**src/rtl/emu_run_ctrl_if.sv**
```systemverilog
`default_nettype none
// ============================================================================
// Module   : emu_run_ctrl_if
// Brief    : Command, time and run-status bundle between the host/debug side
//            and the emulator run-control sequencer.
// Revision : 1.0 - initial release
// ============================================================================
interface emu_run_ctrl_if #(
    parameter int TIME_WIDTH = 32
);
    logic                  cmd_valid;
    logic                  cmd_ready;
    logic [1:0]            cmd_op;
    logic [TIME_WIDTH-1:0] cmd_arg;
    logic                  abort;
    logic [TIME_WIDTH-1:0] emu_time;
    logic [1:0]            emu_ctrl_mode;
    logic [TIME_WIDTH-1:0] emu_time_tgt;
    logic                  busy;
    logic                  done;
    logic                  stall_err;

    // Host/debug side: issues commands and supplies the current time.
    modport master (
        output cmd_valid, cmd_op, cmd_arg, abort, emu_time,
        input  cmd_ready, emu_ctrl_mode, emu_time_tgt, busy, done, stall_err
    );

    // Sequencer side.
    modport slave (
        input  cmd_valid, cmd_op, cmd_arg, abort, emu_time,
        output cmd_ready, emu_ctrl_mode, emu_time_tgt, busy, done, stall_err
    );
endinterface
`default_nettype wire

```
**src/rtl/emu_run_ctrl.sv**
```systemverilog
`default_nettype none
// ============================================================================
// Module   : emu_run_ctrl
// Brief    : Run-control sequencer. Accepts free-run / stop / run-until /
//            run-for commands, drives the time-management mode and absolute
//            time target, detects target arrival and stalled emulation time.
// Revision : 1.0 - initial release
// ============================================================================
module emu_run_ctrl #(
    parameter int TIME_WIDTH   = 32,
    parameter int STALL_CYCLES = 1024,
    parameter int STALL_W      = $clog2(STALL_CYCLES + 1)
) (
    input  logic           __emu_clk,
    input  logic           __emu_rst,
    emu_run_ctrl_if.slave  bus
);

    // Counter needs at least one bit even when the watchdog is disabled.
    localparam int c_CNT_W = (STALL_W < 1) ? 1 : STALL_W;
    localparam bit c_WD_EN = (STALL_CYCLES > 0);
    localparam logic [c_CNT_W-1:0] c_STALL_LAST =
        (STALL_CYCLES > 0) ? c_CNT_W'(STALL_CYCLES - 1) : '0;

    // State codes equal the emu_ctrl_mode encoding so mode is the state register.
    localparam logic [1:0] c_ST_FREE = 2'b00;
    localparam logic [1:0] c_ST_IDLE = 2'b01;
    localparam logic [1:0] c_ST_RUN  = 2'b10;

    localparam logic [1:0] c_OP_FREE_RUN  = 2'b00;
    localparam logic [1:0] c_OP_STOP      = 2'b01;
    localparam logic [1:0] c_OP_RUN_UNTIL = 2'b10;
    localparam logic [1:0] c_OP_RUN_FOR   = 2'b11;

    logic [1:0]            r_state;
    logic [TIME_WIDTH-1:0] r_tgt;
    logic                  r_busy;
    logic                  r_done;
    logic                  r_stall_err;
    logic [c_CNT_W-1:0]    r_stall_cnt;
    logic [TIME_WIDTH-1:0] r_time_q;

    logic                  w_accept;
    logic                  w_tgt_hit;
    logic                  w_time_moved;
    logic                  w_stalled;
    logic [TIME_WIDTH:0]   w_sum;
    logic [TIME_WIDTH-1:0] w_rel_tgt;

    assign bus.cmd_ready     = !bus.abort && (r_state != c_ST_RUN);
    assign bus.emu_ctrl_mode = r_state;
    assign bus.emu_time_tgt  = r_tgt;
    assign bus.busy          = r_busy;
    assign bus.done          = r_done;
    assign bus.stall_err     = r_stall_err;

    assign w_accept     = bus.cmd_valid && bus.cmd_ready;
    assign w_tgt_hit    = (bus.emu_time >= r_tgt);
    assign w_time_moved = (bus.emu_time != r_time_q);
    assign w_stalled    = c_WD_EN && !w_time_moved && (r_stall_cnt == c_STALL_LAST);

    // Relative target: a carry out means the target is beyond representable time.
    assign w_sum     = {1'b0, bus.emu_time} + {1'b0, bus.cmd_arg};
    assign w_rel_tgt = w_sum[TIME_WIDTH] ? {TIME_WIDTH{1'b1}} : w_sum[TIME_WIDTH-1:0];

    // Sequencer: abort > target reached > stall > command.
    always_ff @(posedge __emu_clk or posedge __emu_rst) begin
        if (__emu_rst) begin
            r_state     <= c_ST_IDLE;
            r_tgt       <= '0;
            r_busy      <= 1'b0;
            r_done      <= 1'b0;
            r_stall_err <= 1'b0;
            r_stall_cnt <= '0;
            r_time_q    <= '0;
        end else begin
            r_time_q <= bus.emu_time;
            r_done   <= 1'b0;
            if (bus.abort) begin
                r_state <= c_ST_IDLE;
                r_busy  <= 1'b0;
            end else if (r_state == c_ST_RUN) begin
                if (w_tgt_hit) begin
                    r_state <= c_ST_IDLE;
                    r_busy  <= 1'b0;
                    r_done  <= 1'b1;
                end else if (w_stalled) begin
                    r_state     <= c_ST_IDLE;
                    r_busy      <= 1'b0;
                    r_stall_err <= 1'b1;
                end else if (c_WD_EN) begin
                    r_stall_cnt <= w_time_moved ? '0 : r_stall_cnt + c_CNT_W'(1);
                end
            end else if (w_accept) begin
                r_stall_err <= 1'b0;
                case (bus.cmd_op)
                    c_OP_FREE_RUN: begin
                        r_state <= c_ST_FREE;
                        r_busy  <= 1'b0;
                    end
                    c_OP_STOP: begin
                        r_state <= c_ST_IDLE;
                        r_busy  <= 1'b0;
                    end
                    c_OP_RUN_UNTIL: begin
                        r_state     <= c_ST_RUN;
                        r_busy      <= 1'b1;
                        r_tgt       <= bus.cmd_arg;
                        r_stall_cnt <= '0;
                    end
                    c_OP_RUN_FOR: begin
                        r_state     <= c_ST_RUN;
                        r_busy      <= 1'b1;
                        r_tgt       <= w_rel_tgt;
                        r_stall_cnt <= '0;
                    end
                    default: begin
                        r_state <= c_ST_IDLE;
                        r_busy  <= 1'b0;
                    end
                endcase
            end
        end
    end

endmodule
`default_nettype wire

```
**src/flat_wrapper.sv**
```systemverilog
// flat-port wrapper written by rule: the top's interface ports become plain ports
module emu_run_ctrl_flat 
#(
    parameter int TIME_WIDTH   = 32,
    parameter int STALL_CYCLES = 1024,
    parameter int STALL_W      = $clog2(STALL_CYCLES + 1)
)
  (__emu_clk, __emu_rst, bus_cmd_valid, bus_cmd_op, bus_cmd_arg, bus_abort, bus_emu_time, bus_cmd_ready, bus_emu_ctrl_mode, bus_emu_time_tgt, bus_busy, bus_done, bus_stall_err);
  emu_run_ctrl_if #(.TIME_WIDTH(TIME_WIDTH)) bus_i ();
  input  logic __emu_clk;
  input  logic __emu_rst;
  input wire logic [$bits(bus_i.cmd_valid)-1:0] bus_cmd_valid;
  input wire logic [$bits(bus_i.cmd_op)-1:0] bus_cmd_op;
  input wire logic [$bits(bus_i.cmd_arg)-1:0] bus_cmd_arg;
  input wire logic [$bits(bus_i.abort)-1:0] bus_abort;
  input wire logic [$bits(bus_i.emu_time)-1:0] bus_emu_time;
  output wire logic [$bits(bus_i.cmd_ready)-1:0] bus_cmd_ready;
  output wire logic [$bits(bus_i.emu_ctrl_mode)-1:0] bus_emu_ctrl_mode;
  output wire logic [$bits(bus_i.emu_time_tgt)-1:0] bus_emu_time_tgt;
  output wire logic [$bits(bus_i.busy)-1:0] bus_busy;
  output wire logic [$bits(bus_i.done)-1:0] bus_done;
  output wire logic [$bits(bus_i.stall_err)-1:0] bus_stall_err;
  assign bus_i.cmd_valid = bus_cmd_valid;
  assign bus_i.cmd_op = bus_cmd_op;
  assign bus_i.cmd_arg = bus_cmd_arg;
  assign bus_i.abort = bus_abort;
  assign bus_i.emu_time = bus_emu_time;
  assign bus_cmd_ready = bus_i.cmd_ready;
  assign bus_emu_ctrl_mode = bus_i.emu_ctrl_mode;
  assign bus_emu_time_tgt = bus_i.emu_time_tgt;
  assign bus_busy = bus_i.busy;
  assign bus_done = bus_i.done;
  assign bus_stall_err = bus_i.stall_err;
  emu_run_ctrl #(.TIME_WIDTH(TIME_WIDTH), .STALL_CYCLES(STALL_CYCLES), .STALL_W(STALL_W)) u_core (.__emu_clk(__emu_clk), .__emu_rst(__emu_rst), .bus(bus_i));
endmodule
```
**config.mk**
```make
export PLATFORM = sky130hd
export DESIGN_NAME = emu_run_ctrl_flat
export DESIGN_NICKNAME = d
export VERILOG_FILES = /design/src/rtl/emu_run_ctrl_if.sv /design/src/rtl/emu_run_ctrl.sv /design/src/flat_wrapper.sv
export SDC_FILE = /design/constraint.sdc
export NUM_CORES = 1
export LEC_CHECK = 0
export CAP_MARGIN = 20
export CORE_MARGIN = 2
export CORE_UTILIZATION = 30
export DETAILED_ROUTE_END_ITERATION = 7
export REMOVE_ABC_BUFFERS = 1
export SYNTH_ARGS = -nofsm -noshare
export SYNTH_HDL_FRONTEND = slang
export SYNTH_SLANG_ARGS = --single-unit
```
**constraint.sdc**
```tcl
create_clock -name __emu_clk -period 3.2 [get_ports __emu_clk]
set_input_delay 0.96 -clock __emu_clk [delete_from_list [all_inputs] [get_ports __emu_clk]]
set_output_delay 0.96 -clock __emu_clk [all_outputs]
set_load 0.05 [all_outputs]
```
# [Word level (Yosys, flattened, before mapping)]
# Cells that the tools add are included.
[classes] mux=27 bitwise_logic=2 reduce_logical=16 order_cmp=1 addsub=2 n_eq_ne=11
[op_table] op="2-to-1 mux 11 bit" n=6
[op_table] op="one-hot mux 32 bit (2 select lines)" n=1
[op_table] op="adder 32 x 32 -> 33 bit" n=1
[op_table] op="greater-or-equal comparator 32 bit" n=1
[op_table] op="2-to-1 mux 32 bit" n=1
[op_table] op="!= test 32 bit" n=1
[op_table] op="2-to-1 mux 1 bit" n=12
[op_table] op="adder 11 x 1 -> 11 bit (second input constant)" n=1
[op_table] op="equality test 11 x 10 -> 1 bit (second input constant)" n=1
[op_table] op="2-to-1 mux 2 bit" n=5
[op_table] op="AND reduction 4 bit" n=2
[op_table] op="equality test 2 bit (second input constant)" n=3
[op_table] op="!= test 2 bit (second input constant)" n=3
[op_table] op="one-hot mux 2 bit (3 select lines)" n=1
[op_table] op="nonzero test 2 bit" n=3
[op_table] op="AND reduction 5 bit" n=1
[op_table] op="!= test 4 x 2 -> 1 bit (second input constant)" n=1
[op_table] op="OR reduction 2 bit" n=2
[op_table] op="logical AND 1 bit" n=3
[op_table] op="nonzero test 3 bit" n=1
[op_table] op="equality test 2 x 1 -> 1 bit (second input constant)" n=1
[op_table] op="zero test 1 bit" n=2
[op_table] op="zero test 2 bit" n=1
[op_table] op="!= test 2 x 1 -> 1 bit (second input constant)" n=1
[op_table] op="3 further kinds" n=4
[totals] regBits=80 wordCells=66 out_inout_bits=38

# [Logic depth before layout (Yosys ltp)]
# Gate-level depths: netlist (run 1).
[depth] depth_word=7 depth_mapped=12 ltp_nobuf=10

# [Worst setup path after synthesis (run 1)]
# OpenSTA, ideal clock, no wires.
[synth_path] path_type="input to register" startpoint="input port bus_emu_time[0]" endpoint="register u_core.r_tgt[1], in the netlist u_core.bus.emu_time_tgt[1]" arrival_time_ns=3.260 stages=12 path_buffers=2 setup_ns=0.130 path_slack_ns=-0.190 cell_sequence="ha_1 -> fa_1 -> a21o_1 -> a221oi_2 -> o31ai_2 -> and3b_1 -> o311ai_1 -> nand2_1 -> buf_4 -> buf_6 -> o221ai_2 -> o21ai_1"
[synth_between] elab_chain_len=3
[synth_lines] element="start: declaration" line="flat_wrapper.sv:16" text="input wire logic [$bits(bus_i.emu_time)-1:0] bus_emu_time;"
[synth_lines] element="adder 32 x 32 -> 33 bit" line="emu_run_ctrl.sv:63" text="assign w_sum = {1'b0, bus.emu_time} + {1'b0, bus.cmd_arg};"
[synth_lines] element="2-to-1 mux 32 bit" line="emu_run_ctrl.sv:64" text="assign w_rel_tgt = w_sum[TIME_WIDTH] ? {TIME_WIDTH{1'b1}} : w_sum[TIME_WIDTH-1:0];"
[synth_lines] element="one-hot mux 32 bit (2 select lines)" line="emu_run_ctrl.sv:96" text="case (bus.cmd_op)"
[synth_lines] element="end signal: assignment" line="emu_run_ctrl.sv:108" text="r_tgt <= bus.cmd_arg;"
[synth_lines] element="end signal: assignment" line="emu_run_ctrl.sv:114" text="r_tgt <= w_rel_tgt;"
[synth_lines] element="end: declaration" line="emu_run_ctrl.sv:36" text="logic [TIME_WIDTH-1:0] r_tgt;"
# No other way between the ends.
# A chain may end at the register's enable or synchronous reset.

# [Worst setup path after layout (run 1)]
[layout_path] startpoint="input port bus_emu_time[0]" endpoint="register u_core.r_tgt[8], in the netlist u_core.bus.emu_time_tgt[8]"
# Same word-level chain as after synthesis.

==> reports/results.ini, run 1 <==
[logic_synthesis]
synth_top_area_frac = 0.333
synth-edff-count = 0
synthTopCellsByCount = dfrtp_1, ha_1, xnor2_1, inv_1, o21ai_0
yosys_warnings = 0
synthArstFlopShare = 1.00
seq_area_frac_synth = 0.338
synth.distinct_cells = 63
syn_avg_cell_area_sq_um = 9.34
synth_most_common_cell = dfrtp_1
synthFlopType = dfrtp_1
synth_area_sq_um = 5930
synth_area_leaders = dfrtp_1, ha_1, xnor2_1
synth_top_area_cell = dfrtp_1
synth-seq-cells = 80
syn_inst = 635

[global_route]
grt_usage = 0.196
grt_max_degree = 57
grt_first_pass_wirelength_um = 31200
first_global_vias = 5981
antenna_found_initial = 0
grt.overflow.total = 0

[power_and_ir_drop]
p_leak_nw = 4.34
power.density_nw_per_um2 = 431
irDropWorstVdd_mv = 0.281

[detailed_routing]
met2_length_um = 9560
vias = 5958
wl_met1_um = 9130
wl_per_cell_um = 17.0
antenna_left = 0
drc = 0
via_per_inst = 5.06
wl_met3_um = 1050
drt_iter0_markers = 333
totalWireLength_um = 20100
first_pass_iters = 5
top_layer_used = met4

[worst_setup_path]
crit_slowest_cell = fa_2
crit_chain = buf_8 > ha_4 > fa_2 > a21o_1 > a221oi_4 > o31ai_4 > and3b_2 > o311ai_4 > nand2_4 > buf_6 > buf_16 > o221ai_2 > o21ai_1
rr_worst_depth = 12
crit_fanout = 5
cpPeakStageDelay_ns = 0.34
path_class = primary input to flop
crit_required_ns = 3.41
end_kind = flop
arrival_ns = 3.35
crit_path_start_kind = primary input

[timing]
finalClockSkew_ns = 0.00668
hold_viol_final = 0
slew_headroom = 0.453
slew_viol_final = 0
setup_viol = 0
worst_pin_slew_ns = 0.820
grt_setup_unrepaired = true
max_freq_mhz = 319
finalCritPeriodShare = 0.979
tns_ns = 0
fin_crit_ns = 3.13
whs_ns = 0.487
fin_ws_ns = 0.0659

[clock_network]
htreeDepth = 3
cts_tree = yes
holdBufCountCts = 0
clockBufferDepth = 2
cts_inserted_buffers = 9
clockRootBuffer = clkbuf_16
clock_latency_ns = 0.36
path_clk_slew_ns = 0.07
cts_sinks = 80

[placement]
place_ws_ns = -0.852
hpwl_um = 14700
place.gp.congestion = 0.862
io_buffers = 107
placed_area_sq_um = 8480

[cells_and_area]
stdcell_area_sq_um = 9620
multiInputGateArea_sq_um = 4300
drive_gt1_frac = 0.355
nets = 1043
register_area_sq_um = 2000
fill_cells = 1823
area_growth_syn_to_layout_pct = 62.3
diodes = 0

[flow_run]
drv_cap = 0

[floorplanning]
ios = 108
dieHeight_um = 145
rows = 51
die_w_um = 145
die_area_sq_um = 20900
start_util = 0.306
coreArea_sq_um = 19400

[hold_path]
min_path_cells = 1
hp-class = flop to flop

[status]
status = completed

-- through the flow --
step | power (W) | util | cells
2_1_floorplan | 0.00210 | - | 607
3_5_place_dp | 0.00283 | 0.437 | 1143
6_report | 0.00415 | 0.496 | 1177
5_1_grt | 0.00437 | 0.496 | 1177
4_1_cts | 0.00407 | 0.477 | 1171
3_3_place_gp | 0.00282 | 0.437 | 1143
-- layer usage --
layer | vias to the layer above | track usage
li1 | 2905 | -
met1 | 2882 | 0.261
met2 | 147 | 0.324
met3 | 24 | 0.0391
met4 | 0 | 0.0542
met5 | - | 0
-- state kept, by name (all words and copies together), names as in the netlist --
| name | count |
|---|---|
| u_core.r_stall_cnt | 11 |
| u_core.bus.stall_err | 1 |
| u_core.r_time_q | 32 |
| u_core.bus.done | 1 |
| u_core.bus.busy | 1 |
| u_core.bus.emu_time_tgt | 32 |
| u_core.bus.emu_ctrl_mode | 2 |
-- path summary, 6_finish.rpt --
path,from,end,slack (ns)
setup / recovery,bus_emu_time[0],u_core.bus.emu_time_tgt[8],0.07
max in group asynchronous,__emu_rst,u_core.bus.emu_time_tgt[9],1.60
hold / removal,u_core.bus.busy,u_core.bus.busy,0.49
setup reg to reg,u_core.bus.emu_time_tgt[13],u_core.r_stall_cnt[7],0.53
min in group asynchronous,__emu_rst,u_core.r_stall_cnt[7],0.93
hold reg to reg,u_core.bus.busy,u_core.bus.busy,0.49
-- cells in the final DEF, fill, tap and decap left out, types with 9 or more instances in the layout --
master and n:
ha_4 23, nand4_1 23, a21oi_2 14, nand3_1 13, o21ai_0 21, o21ai_1 32, dfrtp_1 79, inv_1 46
buf_4 168, clkbuf_16 9, nand2_1 26, dlymetal6s2s_1 9, clkdlybuf4s50_1 64, dlygate4sd2_1 13, a21oi_1 23, ha_1 40
a21o_1 40, xnor2_1 51, clkbuf_2 16, nor2_1 27, o221ai_2 21, xor2_1 10
-- worst max-delay path: cells and delay by family --
family,cells,cell delay (ns)
AO/OA/AOI/OAI,6,1.13
adder cells (fa/ha/maj),2,0.49
buffers and inverters,3,0.40
AND/OR/NAND/NOR,2,0.34
-- logic make-up after synthesis --
logic type | after synthesis | share of synthesized area
xor+xnor | 61 | 0.0901
fa+ha+maj | 66 | 0.141
simple gates | 136 | 0.119
buf+inv | 75 | 0.0502
compound gates | 216 | 0.261
mux | 1 | 0.00169
flops | 80 | 0.338
-- timing repair --
item	in CTS	in global routing
setup endpoints to repair	47	43
resized for setup	128	97
pin swaps	32	53
gates cloned	3	0
buffers inserted	9	6
-- area by class of cell --
type                            count  area share
Clock buffer                        9      0.0234
Clock inverter                      7     0.00884
Inverter                           47      0.0185
Multi-Input combinational cell    480       0.447
Sequential cell                    80       0.208
Tap cell                          265      0.0345
Timing Repair Buffer              289       0.260
-- power by group --
part | switching, W | internal, W | total, W
logic | 0.00103 | 0.000828 | 0.00185
registers | 0.0000682 | 0.00111 | 0.00118
clock network | 0.000490 | 0.000621 | 0.00111
total | 0.00158 | 0.00256 | 0.00415
(Power assumes the default switching activity.)
==> run 2: changes to the inputs <==
SKIP_CTS_REPAIR_TIMING = 1   (was default)
==> reports/results.ini, run 2 (synthesis gave the netlist of run 1 again) <==
[placement]
place.gp.congestion = 0.862
place_ws_ns = -0.852
placed_area_sq_um = 8480
hpwl_um = 14700
io_buffers = 107

[timing]
fin_crit_ns = 3.21
finalClockSkew_ns = 0.00595
setup_viol = 1
slew_viol_final = 0
hold_viol_final = 0
fin_ws_ns = -0.00661
finalCritPeriodShare = 1.00
grt_setup_unrepaired = true
max_freq_mhz = 312
worst_pin_slew_ns = 0.760
slew_headroom = 0.493
whs_ns = 0.487

[detailed_routing]
top_layer_used = met4
wl_met3_um = 1030
vias = 5903
wl_per_cell_um = 16.8
drc = 0
totalWireLength_um = 19700
antenna_left = 0
met2_length_um = 9410
via_per_inst = 5.04
first_pass_iters = 5
drt_iter0_markers = 337
wl_met1_um = 9000

[clock_network]
path_clk_slew_ns = 0.07
clockRootBuffer = clkbuf_16
clock_latency_ns = 0.36
clockBufferDepth = 2
htreeDepth = 3
cts_inserted_buffers = 9
cts_tree = yes
cts_sinks = 80

[power_and_ir_drop]
total_power_w = 0.00411
irDropWorstVdd_mv = 0.283
power.density_nw_per_um2 = 429
p_leak_nw = 4.44

[hold_path]
hp-class = flop to flop
hold_path.startpoint = u_core.bus.busy
hold_end = u_core.bus.busy
min_path_cells = 1

[cells_and_area]
nets = 1037
diodes = 0
drive_gt1_frac = 0.338
area_growth_syn_to_layout_pct = 61.7
layout_commonest_cell = buf_4
final_cell_mix = buf_4, dfrtp_1, clkdlybuf4s50_1
stdcell_area_sq_um = 9590

[worst_setup_path]
arrival_ns = 3.42
path_delay_family = compound AO/OA/AOI/OAI gates
crit_fanout = 6
crit_chain = buf_8 > ha_4 > fa_2 > a21o_1 > a221oi_4 > o31ai_4 > and3b_2 > o311ai_4 > nand2_4 > buf_6 > o221ai_1 > o21ai_0
rrSetupSlack_ns = 0.49
end_kind = flop
crit_slowest_cell = fa_2
reg2reg_from = u_core.bus.emu_time_tgt[13]
rr_worst_depth = 10
crit_required_ns = 3.41
regToRegEndpoint = u_core.r_stall_cnt[4]
crit_path_start_kind = primary input
cpPeakStageDelay_ns = 0.36
path_class = primary input to flop
path_buf_inv = 2
startpoint = bus_cmd_arg[0]

[floorplanning]
rows = 51
start_util = 0.306
die_w_um = 145
ios = 108
dieHeight_um = 145
coreArea_sq_um = 19400
die_area_sq_um = 20900

[global_route]
grt_max_degree = 57
first_global_vias = 5782
grt_usage = 0.187
antenna_found_initial = 0
grt_first_pass_wirelength_um = 29800
grt.overflow.total = 0

[flow_run]
drv_cap = 0

[status]
status = finished with violations
failed_checks = negative setup slack

-- run 2: cell count changes in the layout (fill, tap and decap cells not counted), sizes merged --
cell | before | now
buf | 187 | 177
clkbuf | 25 | 19
clkdlybuf4s50 | 64 | 69
dlygate4sd2 | 13 | 0
dlymetal6s2s | 9 | 27
-- run 2: worst max path at each step --
| stage | depth (start not counted) | endpoint |
|---|---|---|
| global route | 12 | u_core.bus.emu_time_tgt[6] |
| finish | 12 | u_core.bus.emu_time_tgt[20] |
| detailed placement | 12 | u_core.r_stall_cnt[7] |
| CTS | 12 | u_core.r_stall_cnt[7] |
| global placement | 12 | u_core.r_stall_cnt[5] |
| floorplan | 5 | u_core.r_stall_cnt[5] |
-- run 2: stage by stage --
step / util / setup TNS, ns / cells
6_report: 0.494 / -0.00661 / 1171
5_1_grt: 0.494 / -1.17 / 1171
4_1_cts: 0.453 / -14.11 / 1159
3_5_place_dp: 0.437 / -31.35 / 1143
3_3_place_gp: 0.437 / -30.31 / 1143
2_1_floorplan: - / -29.22 / 607
-- run 2: layer usage --
layer	global-route usage	vias up
met5	0	-
met4	0.0552	0
met3	0.0424	20
met2	0.301	159
met1	0.251	2839
li1	-	2885
-- run 2: area by class of cell --
cell class / count / area, sq um
clock buffers: 9 / 225
clock inverters: 7 / 85.1
fillers: 1819 / 9810
inverters: 47 / 178
multi-input cells: 480 / 4250
flip-flops and latches: 80 / 2000
well taps: 265 / 332
repair buffers: 283 / 2510
-- run 2: report_power, final --
group,switching [W],internal [W],total [W]
combinational,0.00101,0.000814,0.00182
sequential,0.0000675,0.00111,0.00118
clock,0.000490,0.000621,0.00111
total,0.00157,0.00255,0.00411
-- run 2: worst reg2reg max path, delay by kind of cell (launching register included) --
| kind | cells | cell delay, ns |
|---|---|---|
| AO/OA/AOI/OAI | 4 | 0.76 |
| adder cells (fa/ha/maj) | 1 | 0.31 |
| buffers and inverters | 1 | 0.09 |
| flip-flops | 1 | 0.38 |
| AND/OR/NAND/NOR | 4 | 1.06 |
